File: src/rtl/seq_divider.sv
// Iterative radix-2 restoring divider: one quotient bit per clock, valid/ready on
// both operand and result sides, all-ones quotient and div_by_zero flag when B == 0.
module seq_divider #(
   parameter int unsigned N = 10
) (
   input  logic         clk,
   input  logic         rst_n,
   input  logic [N-1:0] A,
   input  logic [N-1:0] B,
   input  logic         in_valid,
   output logic         in_ready,
   output logic [N-1:0] quotient,
   output logic [N-1:0] remainder,
   output logic         div_by_zero,
   output logic         out_valid,
   input  logic         out_ready
);

   localparam int unsigned CW = (N > 2) ? $clog2(N) : 1;

   typedef enum logic [1:0] {
      IDLE = 2'd0,
      CALC = 2'd1,
      DONE = 2'd2
   } state_e;

   state_e         state_q, state_d;
   logic [N-1:0]   q_q, q_d;
   logic [N:0]     r_q, r_d;
   logic [N-1:0]   bq_q, bq_d;
   logic [CW-1:0]  cnt_q, cnt_d;
   logic [N-1:0]   quo_q, quo_d;
   logic [N-1:0]   rem_q, rem_d;
   logic           dbz_q, dbz_d;

   logic           accept;
   logic           b_zero;
   logic           last_step;
   logic [N:0]     partial;
   logic [N:0]     trial;

   assign accept    = (state_q == IDLE) && in_valid;
   assign b_zero    = (B == '0);
   assign last_step = (state_q == CALC) && (cnt_q == CW'(N - 1));
   assign partial   = {r_q[N-1:0], q_q[N-1]};
   assign trial     = partial - {1'b0, bq_q};

   // State register
   always_ff @(posedge clk or negedge rst_n) begin
      if (!rst_n) begin
         state_q <= IDLE;
      end else begin
         state_q <= state_d;
      end
   end

   // Next-state logic
   always_comb begin
      state_d = state_q;
      unique case (state_q)
         IDLE: begin
            if (in_valid) begin
               state_d = b_zero ? DONE : CALC;
            end
         end
         CALC: begin
            if (last_step) begin
               state_d = DONE;
            end
         end
         DONE: begin
            if (out_ready) begin
               state_d = IDLE;
            end
         end
         default: state_d = IDLE;
      endcase
   end

   // Handshake outputs decoded from state only
   always_comb begin
      in_ready  = 1'b0;
      out_valid = 1'b0;
      unique case (state_q)
         IDLE:    in_ready  = 1'b1;
         DONE:    out_valid = 1'b1;
         default: ;
      endcase
   end

   // Restoring step and result capture
   always_comb begin
      q_d   = q_q;
      r_d   = r_q;
      bq_d  = bq_q;
      cnt_d = cnt_q;
      quo_d = quo_q;
      rem_d = rem_q;
      dbz_d = dbz_q;

      if (accept) begin
         if (b_zero) begin
            quo_d = '1;
            rem_d = A;
            dbz_d = 1'b1;
         end else begin
            q_d   = A;
            r_d   = '0;
            bq_d  = B;
            cnt_d = '0;
         end
      end

      if (state_q == CALC) begin
         if (!trial[N]) begin
            r_d = trial;
            q_d = {q_q[N-2:0], 1'b1};
         end else begin
            r_d = partial;
            q_d = {q_q[N-2:0], 1'b0};
         end
         cnt_d = cnt_q + CW'(1);
         if (last_step) begin
            quo_d = q_d;
            rem_d = r_d[N-1:0];
            dbz_d = 1'b0;
         end
      end
   end

   // Datapath and result registers
   always_ff @(posedge clk or negedge rst_n) begin
      if (!rst_n) begin
         q_q   <= '0;
         r_q   <= '0;
         bq_q  <= '0;
         cnt_q <= '0;
         quo_q <= '0;
         rem_q <= '0;
         dbz_q <= 1'b0;
      end else begin
         q_q   <= q_d;
         r_q   <= r_d;
         bq_q  <= bq_d;
         cnt_q <= cnt_d;
         quo_q <= quo_d;
         rem_q <= rem_d;
         dbz_q <= dbz_d;
      end
   end

   assign quotient    = quo_q;
   assign remainder   = rem_q;
   assign div_by_zero = dbz_q;

endmodule

File: config.mk
export PLATFORM = sky130hd
export DESIGN_NAME = seq_divider
export DESIGN_NICKNAME = d
export VERILOG_FILES = /design/src/rtl/seq_divider.sv
export SDC_FILE = /design/constraint.sdc
export NUM_CORES = 1
export LEC_CHECK = 0
export ABC_AREA = 1
export BUFFER_PORTS_ARGS = -buffer_cell sky130_fd_sc_hd__buf_2
export CAP_MARGIN = 40
export CORE_MARGIN = 10
export CORE_UTILIZATION = 57
export CTS_BUF_LIST = sky130_fd_sc_hd__clkbuf_16
export DETAILED_ROUTE_END_ITERATION = 12
export PLACE_DENSITY = 0.8
export SLEW_MARGIN = 20
export SYNTH_ARGS = -nofsm -noshare
export SYNTH_HDL_FRONTEND = slang
export SYNTH_SLANG_ARGS = --single-unit
export TNS_END_PERCENT = 20
File: constraint.sdc
create_clock -name clk -period 2.27 [get_ports clk]
set_clock_uncertainty 0.1 [all_clocks]
set_input_delay 0.454 -clock clk [delete_from_list [all_inputs] [get_ports clk]]
set_output_delay 0.454 -clock clk [all_outputs]
set_load 0.02 [all_outputs]
== Word-level counts from Yosys, hierarchy flattened ==
Index checks and enable logic that the tools add are counted.
Storage, ports and cells
  output and inout port bits: 23
  logic and storage cells: 56
  flip-flop bits (word level): 57
  bits of input ports: 24
Operators by class
  eq/ne operators: 7
  reduce and logical (&&, ||, !) cells: 8
  bitwise operators: 1
  add/sub/neg operators: 2
  multiplexer cells: 30
Operators with widths (count)
  10-bit two-way mux: 15
  4-bit two-way mux: 3
  11-bit by 10-bit subtractor with 11-bit output: 1
  10-bit zero test: 1
  2-bit two-way mux: 4
  1-bit two-way mux: 7
  2-bit != test, second input constant: 3
  2-bit case mux with 3 select lines: 1
  4-bit by 1-bit adder with 4-bit output, second input constant: 1
  4-bit == test, second input constant: 1
  2-bit AND reduction: 2
  3-bit AND reduction: 1
  2-bit by 1-bit == test with 1-bit output, second input constant: 1
  2-bit == test, second input constant: 1
  1-bit logical AND: 2
  2-bit zero test: 1
  2-bit by 1-bit != test with 1-bit output, second input constant: 1
  2-bit nonzero test: 1
  1-bit NOT: 1

== Depth between registers and ports, before layout ==
Gate-level depths: netlist of the first run.
  word-level depth: 5
  gate-level depth with buffers: 14
  gate-level depth less buffers: 14

== Worst setup path after synthesis of the first run ==
OpenSTA, ideal clock, no wires.
  kind: reg2reg
  from: reg q_q[9]
  to: reg rem_q[6], in the netlist remainder[6]
  buffers on the path: 1
  required time: 2.046 ns
  stages on the path, launching flop included: 12
  path slack: 0.364 ns
  arrival: 1.682 ns
  library setup time: 0.124 ns
  period minus slack after synthesis: 1.906 ns
  cell sequence: dfrtp_1 -> inv_1 -> ha_1 -> inv_1 -> fa_1 -> nand3_1 -> nand3_1 -> nand2_1 -> buf_4 -> nand3b_1 -> nand3_1 -> nand2_1
On the way
  cells in the longest elaborated chain, start to end: 4
Ends and longest elaborated chain
  from (decl): line 28  | logic [N-1:0] q_q, q_d;
  from (signal assigned): line 142  | q_q <= q_d;
  11-bit by 10-bit subtractor with 11-bit output: line 46  | assign trial = partial - {1'b0, bq_q};
  10-bit two-way mux: line 115  | if (!trial[N]) begin
  10-bit two-way mux: line 123  | if (last_step) begin
  10-bit two-way mux: line 114  | if (state_q == CALC) begin
  net rem_d[6]: line 33  | logic [N-1:0] rem_q, rem_d;
  to (signal assigned): line 147  | rem_q <= rem_d;
  to (decl): line 33
The timed path passes the listed nets, and every way through them passes these cells.
A chain may end at the register's enable or synchronous reset.

== Worst setup path in the final report of the first run ==
  from: reg r_q[8]
  to: reg rem_q[3], in the netlist remainder[3]
On the way
  cells in the longest elaborated chain, start to end: 4
Ends and longest elaborated chain
  from (decl): line 29  | logic [N:0] r_q, r_d;
  from (signal assigned): line 143  | r_q <= r_d;
  11-bit by 10-bit subtractor with 11-bit output: line 46
  10-bit two-way mux: line 115
  10-bit two-way mux: line 123
  10-bit two-way mux: line 114
  net rem_d[3]: line 33
The timed path passes the listed nets, and every way through them passes these cells.

==> out/results.md, run 1 <==
| Item | Reported |
| --- | --- |
| CTS root buf | sky130_fd_sc_hd__clkbuf_16 |
| Clk pin slew, worst setup/hold paths | 0.05 ns |
| Number of remaining DRC errors | 0 |
| Distinct cell type count of the synthesized netlist | 32 |
| Data arrival, critical path | 2.25 ns |
| Syn avg cell area | 7.71 sq um |
| Final GP Congestion | 0.914 |
| Total congestion overflow after global routing | 0 |
| Leading cell types in the layout, fill and taps excluded | 136 x sky130_fd_sc_hd__nand2_1, 57 x sky130_fd_sc_hd__dfrtp_1, 53 x sky130_fd_sc_hd__inv_1 |
| Ant. Diodes | 0 |
| Clock latency of the later-clocked register in the worst-skew pair | 0.33 ns |
| Number of max-slew violations in the final report | 0 |
| Routed wirelength normalized by instance count | 14.5 microns |
| Setup Crit Path Kind | register to register |
| Clock buffers created by TritonCTS | 9 |
| Slowest-stage cell, CP | sky130_fd_sc_hd__dfrtp_1 |
| H-tree level count | 3 |
| Sinks on Clock Net | 57 |
| Syn nets | 455 |
| Dpl cells | 530 |
| VDD IR max | 0.908 mV |
| Result of the run | completed |
| Antenna violation net count after detailed routing | 0 |
| Via count of the first global-routing pass | 2904 |
| Synthesized flop and latch total | 57 |
| Critical Path RT | 2.37 ns |
| Post-layout min period | 2.15 ns |
| Non-filler instance count after layout | 545 |
| Synthesis-to-finish area growth | 18.1% |
| Worst hold slack | 0.0286 ns |
| Largest driver fanout on the critical path | 7 |
| Actual slew at the worst max-slew pin | 0.415 ns |
| Number of failing hold endpoints at the final stage | 0 |
| Reported leakage power | 2.06 nW |
| Vias per cell | 5.34 |
| Buffers from clock root to sink, at most | 2 |
| Die H | 95.2 microns |
| Most common cell after layout, fill and taps aside | sky130_fd_sc_hd__nand2_1 |
| 1st-iter DRT viols | 169 |
| Number of primary I/O pins | 47 |
| Headroom to the max-slew limit | 72.3% |
| NumNets Final | 506 |
| Via count | 2910 |
| Critical Path, Cell by Cell | ha_1, nand2_1, inv_1, a21oi_1, nand3_1, nand2_4, buf_4, nand3b_1, nand3_1, nand2_1 |
| Largest delay share family, worst path | simple AND/OR/NAND/NOR gates |
| CP Launch Type | register |
| Starting density of the core | 58.5% |
| Flop2flop setup slack | 0.12 ns |
| Total global routing track utilization | 18.0% |
| Longest individual stage delay on the worst path | 0.43 ns |
| Clock tree from TritonCTS | done |
| Final count of negative-setup-slack endpoints | 0 |
| Area of the die | 9060 sq um |
| HPWL after DPL | 5700 microns |
| Buffer and inverter count on the worst path | 2 |
| RSZ-0062 raised after global routing | false |
| Sum of negative setup slack | 0 ns |
| Total of warnings raised by yosys | 0 |
| Fill count | 434 |
| Most used flip-flop cell after synthesis | sky130_fd_sc_hd__dfrtp_1 |
| First-pass GRT wire length | 13000 microns |
| Cell count after synthesis | 418 |
| Post-synthesis async set-or-reset flop share | 100% |
| Share of post-route cells with drive strength above 1 | 18.2% |
| Kind of path behind the tightest hold check | input port to async pin |
| Max frequency | 466 MHz |
| Cell area after synthesis | 3220 sq um |
| Number of rows in the core area | 27 |
| Input/output buffers | 46 |
| Die X | 95.2 microns |
| Power per cell area | 1820 nW/um^2 |
| Pin count of the biggest net entering global routing | 58 |
| Sum of routed wire length over all layers | 7890 microns |
| Detailed-routing iteration count for the pre-antenna-repair pass | 5 |
| Fraction of the yosys area taken by sequential cells | 44.3% |
| Maxcap violations | 0 |
| Initial antenna violation count | 0 |
| Critical path endpoint category | register |
| Number of synthesized flops with an enable pin | 0 |
| Final period util | 94.5% |
| Core area | 5510 sq um |
logic make-up after synthesis:
logic type | synth area share (%)
xor+xnor | 1.63
fa+ha+maj | 5.28
simple gates | 29.7
flops | 44.3
compound gates | 9.67
buf+inv | 9.47
path summary, 6_finish.rpt:
check | start | to | depth (start not counted)
max | r_q[8] | remainder[3] | 10
max in group asynchronous | rst_n | cnt_q[3] | 2
min | rst_n | r_q[5] | 2
max reg2reg | r_q[8] | remainder[3] | 10
min in group clk | out_ready | state_q[1] | 2
min reg2reg | bq_q[4] | bq_q[4] | 2
stage by stage:
stage	cell area [sq um]	total power [W]	util, %	setup WS (ns)
final	3810	0.00694	69.1	0.124
after detailed placement	3530	0.00565	64.1	0.0778
after CTS	3790	0.00685	68.8	0.0547
after global placement	3530	0.00551	64.1	0.169
after global routing	3810	0.00759	69.1	0.00816
after floorplan	3220	0.00477	-	0.364
final cells by class:
type                    instances  area [sq um]  share of cell area, %
multi-input cells             289          1510                   39.6
clock inverters                 6          36.3                  0.953
repair buffers                 54           303                   7.96
clock buffers                   9           225                   5.92
well taps                      72          90.1                   2.37
flip-flops and latches         57          1430                   37.5
inverters                      58           219                   5.75
layer usage:
layer	global-route usage (%)	share of wire [%]	routed length [microns]	up-vias
met5	0	0	0	-
met1	21.8	43	3360	1350
met3	4.71	6.0	472	26
met4	9.10	2.9	228	0
li1	-	-	-	1443
met2	29.0	48	3830	91
timing repair:
item,4_1_cts,5_1_grt
hold buffers,0,0
gates resized for setup,0,4
setup endpoints to repair,0,22
setup buffers,0,0
Yosys cell counts, types with 4 or more instances:
cell type,n,area [sq um]
sky130_fd_sc_hd__o21ai_1,9,45.0
sky130_fd_sc_hd__o211ai_1,5,37.5
sky130_fd_sc_hd__nand3_1,35,175
sky130_fd_sc_hd__inv_2,4,15.0
sky130_fd_sc_hd__nor2_1,22,82.6
sky130_fd_sc_hd__nand2_1,137,514
sky130_fd_sc_hd__nand3b_1,8,60.1
sky130_fd_sc_hd__o21ai_0,15,75.1
sky130_fd_sc_hd__ha_1,12,150
sky130_fd_sc_hd__a21oi_1,16,80.1
sky130_fd_sc_hd__inv_1,53,199
sky130_fd_sc_hd__dfrtp_1,57,1430
sky130_fd_sc_hd__buf_2,6,30.0
sky130_fd_sc_hd__o22a_1,6,52.6
flip-flops by register name (all words and copies together), names as in the netlist:
name	cells
bq_q	10
q_q	10
quotient	10
r_q	10
remainder	10
cnt_q	4
state_q	2
div_by_zero	1
where the power goes:
group,switching [W],total (W),leakage [nW],internal [W]
logic,0.00251,0.00390,1.25,0.00139
registers,0.000323,0.00186,0.679,0.00154
clock network,0.000452,0.00117,0.131,0.000723
Power figures use the tool's default switching activity.
==> run 2, diff against run 1 <==
- ABC_CLOCK_PERIOD_IN_PS: default -> 2270
- BUFFER_PORTS_ARGS: -buffer_cell sky130_fd_sc_hd__buf_2 -> default
- CORE_UTILIZATION: 57 -> 63
- DONT_BUFFER_PORTS: default -> 1
- PLACE_DENSITY: 0.8 -> 0.79
- SLEW_MARGIN: 20 -> default
==> run 2 against run 1 <==
  * Non-clock buffer count decreased by 45
  * Worst hold slack better by 0.15 ns
  * Register-to-register slack gained 0.03 ns
  * Cell count fell by 9.0%
  * Clock power up 4%
  * Die area decreased by 7.6%
  * Largest power group unchanged
  * Highest routed layer unchanged
==> out/results.md, run 2 (same netlist as run 1, synthesis figures left out) <==
| Item | Reported |
| --- | --- |
| Number of primary I/O pins | 47 |
| 1st-iter DRT viols | 190 |
| Final period util | 93.1% |
| CP Launch Type | register |
| VDD IR max | 1.06 mV |
| Die H | 91.5 microns |
| Antenna violation net count after detailed routing | 0 |
| Total congestion overflow after global routing | 0 |
| Routed wirelength normalized by instance count | 15.6 microns |
| Maxcap violations | 0 |
| Headroom to the max-slew limit | 74.2% |
| Clock tree from TritonCTS | done |
| Total global routing track utilization | 19.5% |
| Vias per cell | 5.48 |
| Number of remaining DRC errors | 0 |
| Leading cell types in the layout, fill and taps excluded | 137 x sky130_fd_sc_hd__nand2_1, 57 x sky130_fd_sc_hd__dfrtp_1, 53 x sky130_fd_sc_hd__inv_1 |
| Reported leakage power | 1.88 nW |
| Dpl cells | 478 |
| Non-filler instance count after layout | 496 |
| Number of rows in the core area | 25 |
| Register area | 1430 sq um |
| NumNets Final | 461 |
| Core area | 4850 sq um |
| Starting density of the core | 66.5% |
| Final GP Congestion | 0.904 |
| Number of failing hold endpoints at the final stage | 0 |
| Kind of path behind the tightest hold check | input port to register |
| H-tree level count | 3 |
| First-pass GRT wire length | 13300 microns |
| Detailed-routing iteration count for the pre-antenna-repair pass | 5 |
| Clock latency of the later-clocked register in the worst-skew pair | 0.32 ns |
| Clk pin slew, worst setup/hold paths | 0.05 ns |
| Critical path endpoint category | register |
| CTS root buf | sky130_fd_sc_hd__clkbuf_16 |
| Post-layout min period | 2.11 ns |
| Initial antenna violation count | 0 |
| Number of max-slew violations in the final report | 0 |
| Placed Area | 3270 sq um |
| Die X | 91.5 microns |
| Synthesis-to-finish area growth | 11.5% |
| Data arrival, critical path | 2.22 ns |
| Area of the multi-input gates | 1500 sq um |
| Worst hold slack | 0.177 ns |
| Final non-filler cell area | 3590 sq um |
| Largest driver fanout on the critical path | 10 |
| Setup Crit Path Kind | register to register |
| Critical Path RT | 2.37 ns |
| Sinks on Clock Net | 57 |
| Actual slew at the worst max-slew pin | 0.386 ns |
| Via count of the first global-routing pass | 2689 |
| Buffers from clock root to sink, at most | 2 |
| Final count of negative-setup-slack endpoints | 0 |
| Ant. Diodes | 0 |
| Pin count of the biggest net entering global routing | 58 |
| Via count | 2719 |
| PnR Total Power | 0.00678 W |
| Sum of routed wire length over all layers | 7730 microns |
| Clock buffers created by TritonCTS | 9 |
| Result of the run | completed |
| Power per cell area | 1890 nW/um^2 |
| Final core utilization | 74.1% |
| Share of post-route cells with drive strength above 1 | 9.09% |
| Input/output buffers | 0 |
| Area of the die | 8380 sq um |
| HPWL after DPL | 5480 microns |
| Most common cell after layout, fill and taps aside | sky130_fd_sc_hd__nand2_1 |
| Max frequency | 473 MHz |
| Fill count | 370 |
run 2: final cells by class:
| type | count | share of cell area [%] |
|---|---|---|
| Sequential cell | 57 | 39.7 |
| Clock inverter | 7 | 1.29 |
| Timing Repair Buffer | 9 | 2.61 |
| Tap cell | 67 | 2.33 |
| Multi-Input combinational cell | 289 | 41.7 |
| Inverter | 58 | 6.09 |
| Clock buffer | 9 | 6.27 |
run 2: path summary, 6_finish.rpt:
check,startpoint,to,slack (ns),depth (start not counted)
max reg2reg,q_q[9],remainder[7],0.16,11
min in group asynchronous,rst_n,remainder[8],0.56,2
min reg2reg,cnt_q[3],cnt_q[3],0.38,1
max,q_q[9],remainder[7],0.16,11
min,B[0],bq_q[0],0.18,2
max in group asynchronous,rst_n,r_q[2],1.27,2
run 2: report_power, final:
| group | switching [W] | internal, W | total (W) |
|---|---|---|---|
| clock network | 0.000483 | 0.000734 | 0.00122 |
| logic | 0.00217 | 0.00126 | 0.00343 |
| registers | 0.000603 | 0.00153 | 0.00214 |
run 2: metal layers:
layer / up-vias / GRT usage, % / share of wire [%]
li1: 1347 / - / -
met1: 1249 / 24.3 / 42
met2: 110 / 30.1 / 48
met3: 13 / 7.90 / 8.3
met4: 0 / 6.27 / 1.8
met5: - / 0 / 0
run 2: critical path, stage by stage (launching register included):
cell	delay, ns
sky130_fd_sc_hd__dfrtp_1	0.36
sky130_fd_sc_hd__inv_1	0.09
sky130_fd_sc_hd__ha_1	0.17
sky130_fd_sc_hd__inv_1	0.09
sky130_fd_sc_hd__fa_2	0.39
sky130_fd_sc_hd__nand3_1	0.12
sky130_fd_sc_hd__nand3_1	0.09
sky130_fd_sc_hd__nand2_1	0.14
sky130_fd_sc_hd__buf_6	0.16
sky130_fd_sc_hd__nand3b_1	0.10
sky130_fd_sc_hd__nand3_1	0.11
sky130_fd_sc_hd__nand2_1	0.07
run 2: stage by stage:
stage | setup WS (ns) | setup TNS, ns
after floorplan | 0.364 | 0
after global placement | 0.218 | 0
after detailed placement | 0.145 | 0
after CTS | 0.101 | 0
after global routing | -0.0236 | -0.0592
final | 0.156 | 0
run 2: what timing repair did:
action | in CTS | in global routing
endpoints found under the setup margin | 0 | 20
hold buffers | 2 | 0
buffers inserted | 0 | 0
resized for setup | 0 | 3
endpoints found under the hold margin | 57 | 0
